`src/rtl/pico_pc_seq_pkg.sv`:
```
// Shared types and sizing for the PicoMIPS program-counter sequencer.
// Holds the decoder PC modes, the run-control states and the sign-extension helper.
package pico_pc_seq_pkg;
    localparam int A     = 4;
    localparam int W_IMM = 8;
    localparam int S     = 4;

    typedef enum logic [1:0] {INCREMENT, RELATIVE, SUBROUTINE, RETURN} mode_pc_t;
    typedef enum logic [1:0] {RUN, WAIT, HALT} pc_state_t;

    // Branch offsets are summed at W_IMM+1 bits so the wrap is taken from the true sum
    function automatic logic [W_IMM:0] sext_imm(input logic [W_IMM-1:0] v);
        return {v[W_IMM-1], v};
    endfunction
endpackage

```
`src/rtl/pico_pc_seq_if.sv`:
```
// Decoder-facing bundle of the PC sequencer: mode/immediate/run-control in,
// fetch address and status out.
interface pico_pc_seq_if;
    import pico_pc_seq_pkg::*;

    mode_pc_t         mode;
    logic [W_IMM-1:0] imm;
    logic             branch_take;
    logic             halt_req;
    logic             wfi_req;
    logic             irq;
    logic [A-1:0]     pc;
    logic             running;
    logic             waiting;
    logic             stk_ovf;
    logic             stk_unf;

    modport master (
        output mode, imm, branch_take, halt_req, wfi_req, irq,
        input  pc, running, waiting, stk_ovf, stk_unf
    );

    modport slave (
        input  mode, imm, branch_take, halt_req, wfi_req, irq,
        output pc, running, waiting, stk_ovf, stk_unf
    );
endinterface

```
`src/rtl/pico_ret_stack.sv`:
```
// Hardware return-address LIFO. Top-of-stack is read straight from the
// registered storage; push/pop are ignored when full/empty respectively.
module pico_ret_stack #(
    parameter int A = 4,
    parameter int S = 4
) (
    input  logic         clk,
    input  logic         nReset,
    input  logic         push,
    input  logic         pop,
    input  logic [A-1:0] data_in,
    output logic [A-1:0] data_out,
    output logic         full,
    output logic         empty
);
    localparam int SPW = $clog2(S + 1);
    localparam int IW  = (S > 1) ? $clog2(S) : 1;

    logic [SPW-1:0] sp_reg;
    logic [A-1:0]   mem_reg [S];
    logic [S-1:0]   wr_en;
    logic [IW-1:0]  top_idx;

    assign full    = (sp_reg == SPW'(S));
    assign empty   = (sp_reg == '0);
    assign top_idx = IW'(sp_reg - SPW'(1));

    // One write strobe per entry: the slot addressed by sp is the next free one
    genvar gi;
    generate
        for (gi = 0; gi < S; gi++) begin : g_wr
            assign wr_en[gi] = push && !full && (sp_reg == SPW'(gi));
        end
    endgenerate

    always_ff @(posedge clk or negedge nReset) begin
        if (!nReset) begin
            for (int i = 0; i < S; i++) mem_reg[i] <= '0;
        end else begin
            for (int i = 0; i < S; i++) begin
                if (wr_en[i]) mem_reg[i] <= data_in;
            end
        end
    end

    always_ff @(posedge clk or negedge nReset) begin
        if (!nReset)               sp_reg <= '0;
        else if (push && !full)    sp_reg <= sp_reg + SPW'(1);
        else if (pop && !empty)    sp_reg <= sp_reg - SPW'(1);
    end

    assign data_out = empty ? '0 : mem_reg[top_idx];
endmodule

```
`src/rtl/pico_pc_seq.sv`:
```
// PicoMIPS program-counter sequencer: applies modePC each RUN cycle, owns the
// return stack, and implements HALT / WFI run control.
module pico_pc_seq
    import pico_pc_seq_pkg::*;
(
    input logic          clk,
    input logic          nReset,
    pico_pc_seq_if.slave bus
);
    pc_state_t    state_reg, state_next;
    logic [A-1:0] pc_reg, pc_next;
    logic         ovf_reg, ovf_next;
    logic         unf_reg, unf_next;
    logic         push, pop, stk_full, stk_empty;
    logic [A-1:0] stk_top;
    logic [A-1:0] pc_inc;
    logic [W_IMM:0] rel_sum;

    assign pc_inc  = pc_reg + A'(1);
    assign rel_sum = (W_IMM + 1)'(pc_reg) + sext_imm(bus.imm);

    pico_ret_stack #(.A(A), .S(S)) u_stk (
        .clk      (clk),
        .nReset   (nReset),
        .push     (push),
        .pop      (pop),
        .data_in  (pc_inc),
        .data_out (stk_top),
        .full     (stk_full),
        .empty    (stk_empty)
    );

    always_ff @(posedge clk or negedge nReset) begin
        if (!nReset) begin
            state_reg <= RUN;
            pc_reg    <= '0;
            ovf_reg   <= 1'b0;
            unf_reg   <= 1'b0;
        end else begin
            state_reg <= state_next;
            pc_reg    <= pc_next;
            ovf_reg   <= ovf_next;
            unf_reg   <= unf_next;
        end
    end

    always_comb begin
        state_next = state_reg;
        pc_next    = pc_reg;
        ovf_next   = ovf_reg;
        unf_next   = unf_reg;
        push       = 1'b0;
        pop        = 1'b0;
        case (state_reg)
            RUN: begin
                if (bus.halt_req) begin
                    state_next = HALT;
                end else if (bus.wfi_req) begin
                    state_next = WAIT;
                end else begin
                    case (bus.mode)
                        INCREMENT: pc_next = pc_inc;
                        RELATIVE:  pc_next = bus.branch_take ? rel_sum[A-1:0] : pc_inc;
                        SUBROUTINE: begin
                            if (!stk_full) begin
                                push    = 1'b1;
                                pc_next = bus.imm[A-1:0];
                            end else begin
                                ovf_next   = 1'b1;
                                state_next = HALT;
                            end
                        end
                        RETURN: begin
                            if (!stk_empty) begin
                                pop     = 1'b1;
                                pc_next = stk_top;
                            end else begin
                                unf_next   = 1'b1;
                                state_next = HALT;
                            end
                        end
                        default: pc_next = pc_inc;
                    endcase
                end
            end
            // irq is only looked at once WAIT is already the registered state
            WAIT: begin
                if (bus.irq) begin
                    pc_next    = pc_inc;
                    state_next = RUN;
                end
            end
            default: ;
        endcase
    end

    assign bus.pc      = pc_reg;
    assign bus.running = (state_reg == RUN);
    assign bus.waiting = (state_reg == WAIT);
    assign bus.stk_ovf = ovf_reg;
    assign bus.stk_unf = unf_reg;
endmodule

```
`src/flat_wrapper.sv`:
```
// flat-port wrapper written by rule: the top's interface ports become plain ports
module pico_pc_seq_flat import pico_pc_seq_pkg::*;
  (clk, nReset, bus_mode, bus_imm, bus_branch_take, bus_halt_req, bus_wfi_req, bus_irq, bus_pc, bus_running, bus_waiting, bus_stk_ovf, bus_stk_unf);
  pico_pc_seq_if bus_i ();
  input logic clk;
  input logic nReset;
  input wire logic [$bits(bus_i.mode)-1:0] bus_mode;
  input wire logic [$bits(bus_i.imm)-1:0] bus_imm;
  input wire logic [$bits(bus_i.branch_take)-1:0] bus_branch_take;
  input wire logic [$bits(bus_i.halt_req)-1:0] bus_halt_req;
  input wire logic [$bits(bus_i.wfi_req)-1:0] bus_wfi_req;
  input wire logic [$bits(bus_i.irq)-1:0] bus_irq;
  output wire logic [$bits(bus_i.pc)-1:0] bus_pc;
  output wire logic [$bits(bus_i.running)-1:0] bus_running;
  output wire logic [$bits(bus_i.waiting)-1:0] bus_waiting;
  output wire logic [$bits(bus_i.stk_ovf)-1:0] bus_stk_ovf;
  output wire logic [$bits(bus_i.stk_unf)-1:0] bus_stk_unf;
  assign bus_i.mode = bus_mode;
  assign bus_i.imm = bus_imm;
  assign bus_i.branch_take = bus_branch_take;
  assign bus_i.halt_req = bus_halt_req;
  assign bus_i.wfi_req = bus_wfi_req;
  assign bus_i.irq = bus_irq;
  assign bus_pc = bus_i.pc;
  assign bus_running = bus_i.running;
  assign bus_waiting = bus_i.waiting;
  assign bus_stk_ovf = bus_i.stk_ovf;
  assign bus_stk_unf = bus_i.stk_unf;
  pico_pc_seq u_core (.clk(clk), .nReset(nReset), .bus(bus_i));
endmodule
```
`config.mk`:
```
export PLATFORM = sky130hd
export DESIGN_NAME = pico_pc_seq_flat
export DESIGN_NICKNAME = d
export VERILOG_FILES = /design/src/rtl/pico_pc_seq_pkg.sv /design/src/rtl/pico_pc_seq_if.sv /design/src/rtl/pico_ret_stack.sv /design/src/rtl/pico_pc_seq.sv /design/src/flat_wrapper.sv
export SDC_FILE = /design/constraint.sdc
export NUM_CORES = 1
export LEC_CHECK = 0
export ABC_AREA = 1
export BUFFER_PORTS_ARGS = -buffer_cell sky130_fd_sc_hd__buf_2
export CORE_UTILIZATION = 35
export CTS_CLUSTER_DIAMETER = 50
export DETAILED_ROUTE_END_ITERATION = 16
export GPL_TIMING_DRIVEN = 0
export PLACE_DENSITY_LB_ADDON = 0.1
export SETUP_SLACK_MARGIN = 0.05
export SLEW_MARGIN = 20
export SYNTH_ARGS = -nofsm -noshare
export SYNTH_HDL_FRONTEND = slang
export SYNTH_SLANG_ARGS = --single-unit
export TNS_END_PERCENT = 30
```
`constraint.sdc`:
```
create_clock -name clk -period 3.75 [get_ports clk]
set_clock_uncertainty 0.05 [all_clocks]
set_input_delay 0.5625 -clock clk [delete_from_list [all_inputs] [get_ports clk]]
set_output_delay 0.5625 -clock clk [all_outputs]
set_load 0.02 [all_outputs]
```
# [Word level (Yosys, flattened, before mapping)]
# Index checks and enable logic that the tools add are counted.
# W data, S select, Z words.
[op_classes] shifts=0 n_reduce_logical=17 n_mux=30 n_bitwise=3 magnitude_cmp=1 n_eq_ne=16 n_addsub=4 mul=0 div=0
[op_table] operator="$mux W4" count=8
[op_table] operator="$pmux W4 S4" count=1
[op_table] operator="$reduce_and A5 Y1" count=3
[op_table] operator="$mux W1" count=10
[op_table] operator="$mux W2" count=5
[op_table] operator="$ne A5 B4 Y1 const B" count=2
[op_table] operator="$bmux W4 S2" count=1
[op_table] operator="$pmux W2 S2" count=2
[op_table] operator="$pmux W4 S2" count=1
[op_table] operator="$eq A3 B2 Y1 const B" count=2
[op_table] operator="$logic_and A1 B1 Y1" count=6
[op_table] operator="$mux W3" count=2
[op_table] operator="$ne A2 B2 Y1 const B" count=3
[op_table] operator="$ne A3 B3 Y1 const B" count=2
[op_table] operator="$reduce_and A6 Y1" count=1
[op_table] operator="$ne A5 B3 Y1 const B" count=1
[op_table] operator="$add A4 B1 Y4 const B" count=1
[op_table] operator="$add A4 B4 Y4" count=1
[op_table] operator="$eq A2 B1 Y1 const B" count=2
[op_table] operator="$eq A2 B2 Y1 const B" count=2
[op_table] operator="$logic_not A2 Y1" count=2
[op_table] operator="$reduce_bool A2 Y1" count=2
[op_table] operator="$add A3 B1 Y3 const B" count=1
[op_table] operator="$eq A3 B1 Y1 const B" count=1
[op_table] operator="7 further kinds" count=9
[word_totals] n_memories=0 wordCells=80 romBits=0 latch_bits=0 mem_bits_rw=0 output_inout_bits=8 reg_bits=27 inputBits=16

# [Depth between registers and ports, before layout]
[depth] depth_word=10 mapped_depth=11 depth_no_buf=10

# [Hierarchy]
# Synthesis repeated with hierarchy kept, for this count alone.
[unflattened] hier_cells=258 hier_area_um2=1844.3
[modules_own_cells] mod="pico_ret_stack" seq_area_each_um2=475.5 area_each_um2=1003.5 cells_per_inst=134 n_inst=1
[modules_own_cells] mod="pico_pc_seq" seq_area_each_um2=200.2 area_each_um2=840.8 cells_per_inst=124 n_inst=1

# [Worst setup path before layout]
# Ideal clock, no wire load.
[synth_path] path_kind="register to register" start="register u_core.pc_reg[0] (netlist: u_core.bus.pc[0])" end="register u_core.pc_reg[1] (netlist: u_core.bus.pc[1])" stages_incl_launch_ff=8 arrival_time_ns=1.606 period_less_slack_ns=1.773 setup_slack_ns=1.977 n_path_buf=0 required_time_ns=3.583 setup_time_ns=0.117 path_cell_list="dfrtp_1 ha_1 fa_1 o21ai_0 o21a_1 nand2_1 nand2_1 nand2_1"
[synth_via] elab_chain_len=6 word_cells_on_any_way=8 cone_classes="add/sub (2); mux (6)"
[synth_rtl] item="from (decl)" line_no="pico_pc_seq.sv:11" text="logic [A-1:0] pc_reg, pc_next;"
[synth_rtl] item="from (signal assigned)" line_no="pico_pc_seq.sv:41" text="pc_reg <= pc_next;"
[synth_rtl] item="$add A4 B1 Y4 or $add A4 B4 Y4 (tied branches)" line_no="pico_pc_seq.sv:19, pico_pc_seq.sv:20"
[synth_rtl] item="$mux W4" line_no="pico_pc_seq.sv:63" text="RELATIVE: pc_next = bus.branch_take ? rel_sum[A-1:0] : pc_inc;"
[synth_rtl] item="$pmux W4 S4" line_no="pico_pc_seq.sv:61" text="case (bus.mode)"
[synth_rtl] item="$mux W4" line_no="pico_pc_seq.sv:58" text="end else if (bus.wfi_req) begin"
[synth_rtl] item="$mux W4" line_no="pico_pc_seq.sv:56" text="if (bus.halt_req) begin"
[synth_rtl] item="$pmux W4 S2 *" line_no="pico_pc_seq.sv:54" text="case (state_reg)"
# Mark *: on every way between the ends. The rest lies on a longest branch, timed or not. The select of a mux whose other input is x is not followed.
# A chain may end at the register's enable or synchronous reset.

# [Worst setup path after layout]
[layout_path] start="register u_core.u_stk.sp_reg[0]" end="register u_core.pc_reg[1] (netlist: u_core.bus.pc[1])"
[layout_via] elab_chain_len=10 word_cells_on_any_way=15 cone_classes="add/sub (1); eq/ne (3); mux (8); bitwise (1); reduce/logical (2)"
[layout_rtl] item="from (decl)" line_no="pico_ret_stack.sv:19" text="logic [SPW-1:0] sp_reg;"
[layout_rtl] item="from (signal assigned)" line_no="pico_ret_stack.sv:48" text="else if (push && !full) sp_reg <= sp_reg + SPW'(1);"
[layout_rtl] item="from (signal assigned)" line_no="pico_ret_stack.sv:49" text="else if (pop && !empty) sp_reg <= sp_reg - SPW'(1);"
[layout_rtl] item="$sub A3 B1 Y3"
[layout_rtl] item="$not A2 Y3 (implied by the code)" line_no="pico_ret_stack.sv:52" text="assign data_out = empty ? '0 : mem_reg[top_idx];"
[layout_rtl] item="$bmux W4 S2" line_no="pico_ret_stack.sv:52"
[layout_rtl] item="$mux W4 (implied by the code) (2 in a row)" line_no="pico_ret_stack.sv:52"
[layout_rtl] item="$mux W4" line_no="pico_pc_seq.sv:74" text="if (!stk_empty) begin"
[layout_rtl] item="$pmux W4 S4" line_no="pico_pc_seq.sv:61"
[layout_rtl] item="$mux W4" line_no="pico_pc_seq.sv:58"
[layout_rtl] item="$mux W4" line_no="pico_pc_seq.sv:56"
[layout_rtl] item="$pmux W4 S2" line_no="pico_pc_seq.sv:54"
# Several ways; a longest one is shown, not always the timed one. The select of a mux whose other input is x is not followed.

==> out/qor.yml <==
outcome: "finished, final reports clean"
yosysUniqueCellTypes: 28
dpl_cell_area_mm2: 0.00200
grt_max_degree: 28
critical_path_required_ns: 3.88
largest_reg_flops: 16
area_growth_pct: 12.5
hold_buffers: 0
htree_levels: 1
synth_area_leader_cell: "dfrtp_1"
rsz0062_at_grt: "no"
totalWireLength_um: 4020
hold_class: "primary input to async pin"
die_y_um: 74.2
antenna_cells: 0
cts.reportedPaths.clkPinSlew_ns: 0.10
crit_fanout: 11
setup-violations-final: 0
pin_count: 24
cts_resized: 0
drtIter0Drc: 54
cts-root-buf: "clkbuf_8"
critical_path_class: "flop to flop"
layout.nets: 290
via_count: 1482
finalSetupTns_ns: 0
tritoncts: "built"
fin_crit_sh_pct: 55.7
die_x_um: 74.2
netlist_area_mm2: 0.00182
core-area_mm2: 0.00488
endpoint_kind: "flop"
postRouteAntennaNets: 0
synth-async-reset-ratio_pct: 100
die-area_mm2: 0.00550
clk_latency_ns: 0.28
syn_inst: 239
relSlewSlack_pct: 58.1
antenna_found_initial: 0
synth_edf_count: 0
p_leak_nw: 1.09
synth_flop_cell: "dfrtp_1"
fin_crit_ns: 2.09
cp_data_arrival_time_ns: 2.22
rows: 25
drc: 0
numPortBuffers: 19
final_cell_mix: "nand2_1 (67), inv_1 (41), dfrtp_1 (27)"
ys_warn_count: 0
ys_ff_latch: 27
grt_pass1_wl_um: 6900
dp_cells: 325
powerDensity_mw_per_mm2: 250
start_util_pct: 37.4
max_cap_violations: 0
cts_buffers: 3
viasPerCell: 4.50
seq_area_frac_synth_pct: 37.1
tightest_slew_ns: 0.628
max_freq_ghz: 0.479
synth_top_area_share_pct: 37.1
peakVddDrop_uv: 112
drv_slew: 0
gp_congestion: 0.774
first_global_vias: 1381
grt_usage_pct: 16.6
dr.pass1.iters: 5
synth.avg_cell_area_um2: 7.63
stdcell_area_mm2: 0.00205
postCtsSetupBuffers: 0
overflow: 0
hold_viol_final: 0
clock_sinks: 27
wl_per_cell_um: 12.2
syn_nets: 266
dp_hpwl_um: 3080
crit_path_start_kind: "flop"
cts_buffer_depth: 2
drive_gt1_share_pct: 17.2
fin_cells: 329
synthTopCellsByArea: "dfrtp_1 (37%), nand2_1 (14%), inv_1 (8.4%), ha_1 (6.9%), nand3_1 (4.1%)"
final_common_cell: "nand2_1"
## cells by family (layout without fill, tap and decap cells)
family                   after synthesis  after routing  synth area share [%]
buffers and inverters                 44             67                  9.40
adder cells (fa/ha/maj)               11             11                  7.96
XOR/XNOR                               4              4                  1.92
AO/OA/AOI/OAI                         46             46                  14.8
flip-flops                            27             27                  37.1
AND/OR/NAND/NOR                      107            107                  28.8
## synth_stat cells (all sizes together), types with 2 or more instances
cell type   n
nand2      72
inv        42
o21ai      29
dfrtp      27
nand3      18
nor2       16
ha         10
a21oi       9
o21bai      3
o21a        2
o22ai       2
xnor2       2
xor2        2
## area by class of cell
type,instances,area [µm²]
fill,543,2830
multi-input combinational,168,976
sequential,27,676
inverter,43,166
timing repair buffer,19,95.1
tap,67,83.8
clock buffer,3,41.3
clock inverter,1,7.51
buffer,1,5.00
## critical path: stages (launching register included)
cell and delay, ns:
dfrtp_1 0.42, buf_2 0.19, inv_2 0.18, ha_1 0.22
inv_1 0.05, nor2_1 0.32, nand3_1 0.14, nand3_2 0.20
a21oi_1 0.06, nand2_1 0.10, nand2_1 0.05
## path summary, 6_finish.rpt
| check | from | cells past startpoint | slack, ns | to |
|---|---|---|---|---|
| max reg2reg | u_core.u_stk.sp_reg[0] | 10 | 1.66 | u_core.bus.pc[1] |
| min in group clk | u_core.bus.stk_unf | 1 | 0.43 | u_core.bus.stk_unf |
| max in group asynchronous | nReset | 1 | 3.00 | u_core.u_stk.mem_reg[4] |
| min | nReset | 1 | 0.24 | u_core.u_stk.sp_reg[0] |
| max | u_core.u_stk.sp_reg[0] | 10 | 1.66 | u_core.bus.pc[1] |
| min reg2reg | u_core.bus.stk_unf | 1 | 0.43 | u_core.bus.stk_unf |
## metrics by stage
step / utilization, % / total power, mW / worst slack, ns / hold WS [ns]
2_1_floorplan: - / 0.323 / 1.98 / 0.217
3_3_place_gp: 41.0 / 0.345 / 1.67 / 0.405
3_5_place_dp: 41.0 / 0.346 / 1.65 / 0.409
4_1_cts: 42.0 / 0.521 / 1.64 / 0.262
5_1_grt: 42.0 / 0.540 / 1.46 / 0.293
6_report: 42.0 / 0.512 / 1.66 / 0.240
## routing by layer
metal | track usage [%] | vias to the layer above | share of wire, %
met4 | 4.49 | 0 | 0.67
met3 | 2.03 | 2 | 1.9
li1 | - | 801 | -
met1 | 24.1 | 659 | 53
met2 | 26.0 | 20 | 44
met5 | 0 | - | 0
## power breakdown
group / total (mW) / leakage (nW) / switching [mW] / internal, mW
Combinational: 0.0468 / 0.746 / 0.0309 / 0.0160
Sequential: 0.292 / 0.325 / 0.000441 / 0.291
Clock: 0.173 / 0.0217 / 0.0979 / 0.0755
Total: 0.512 / 1.09 / 0.129 / 0.383
Note: power is estimated with default switching activity, not from simulation.
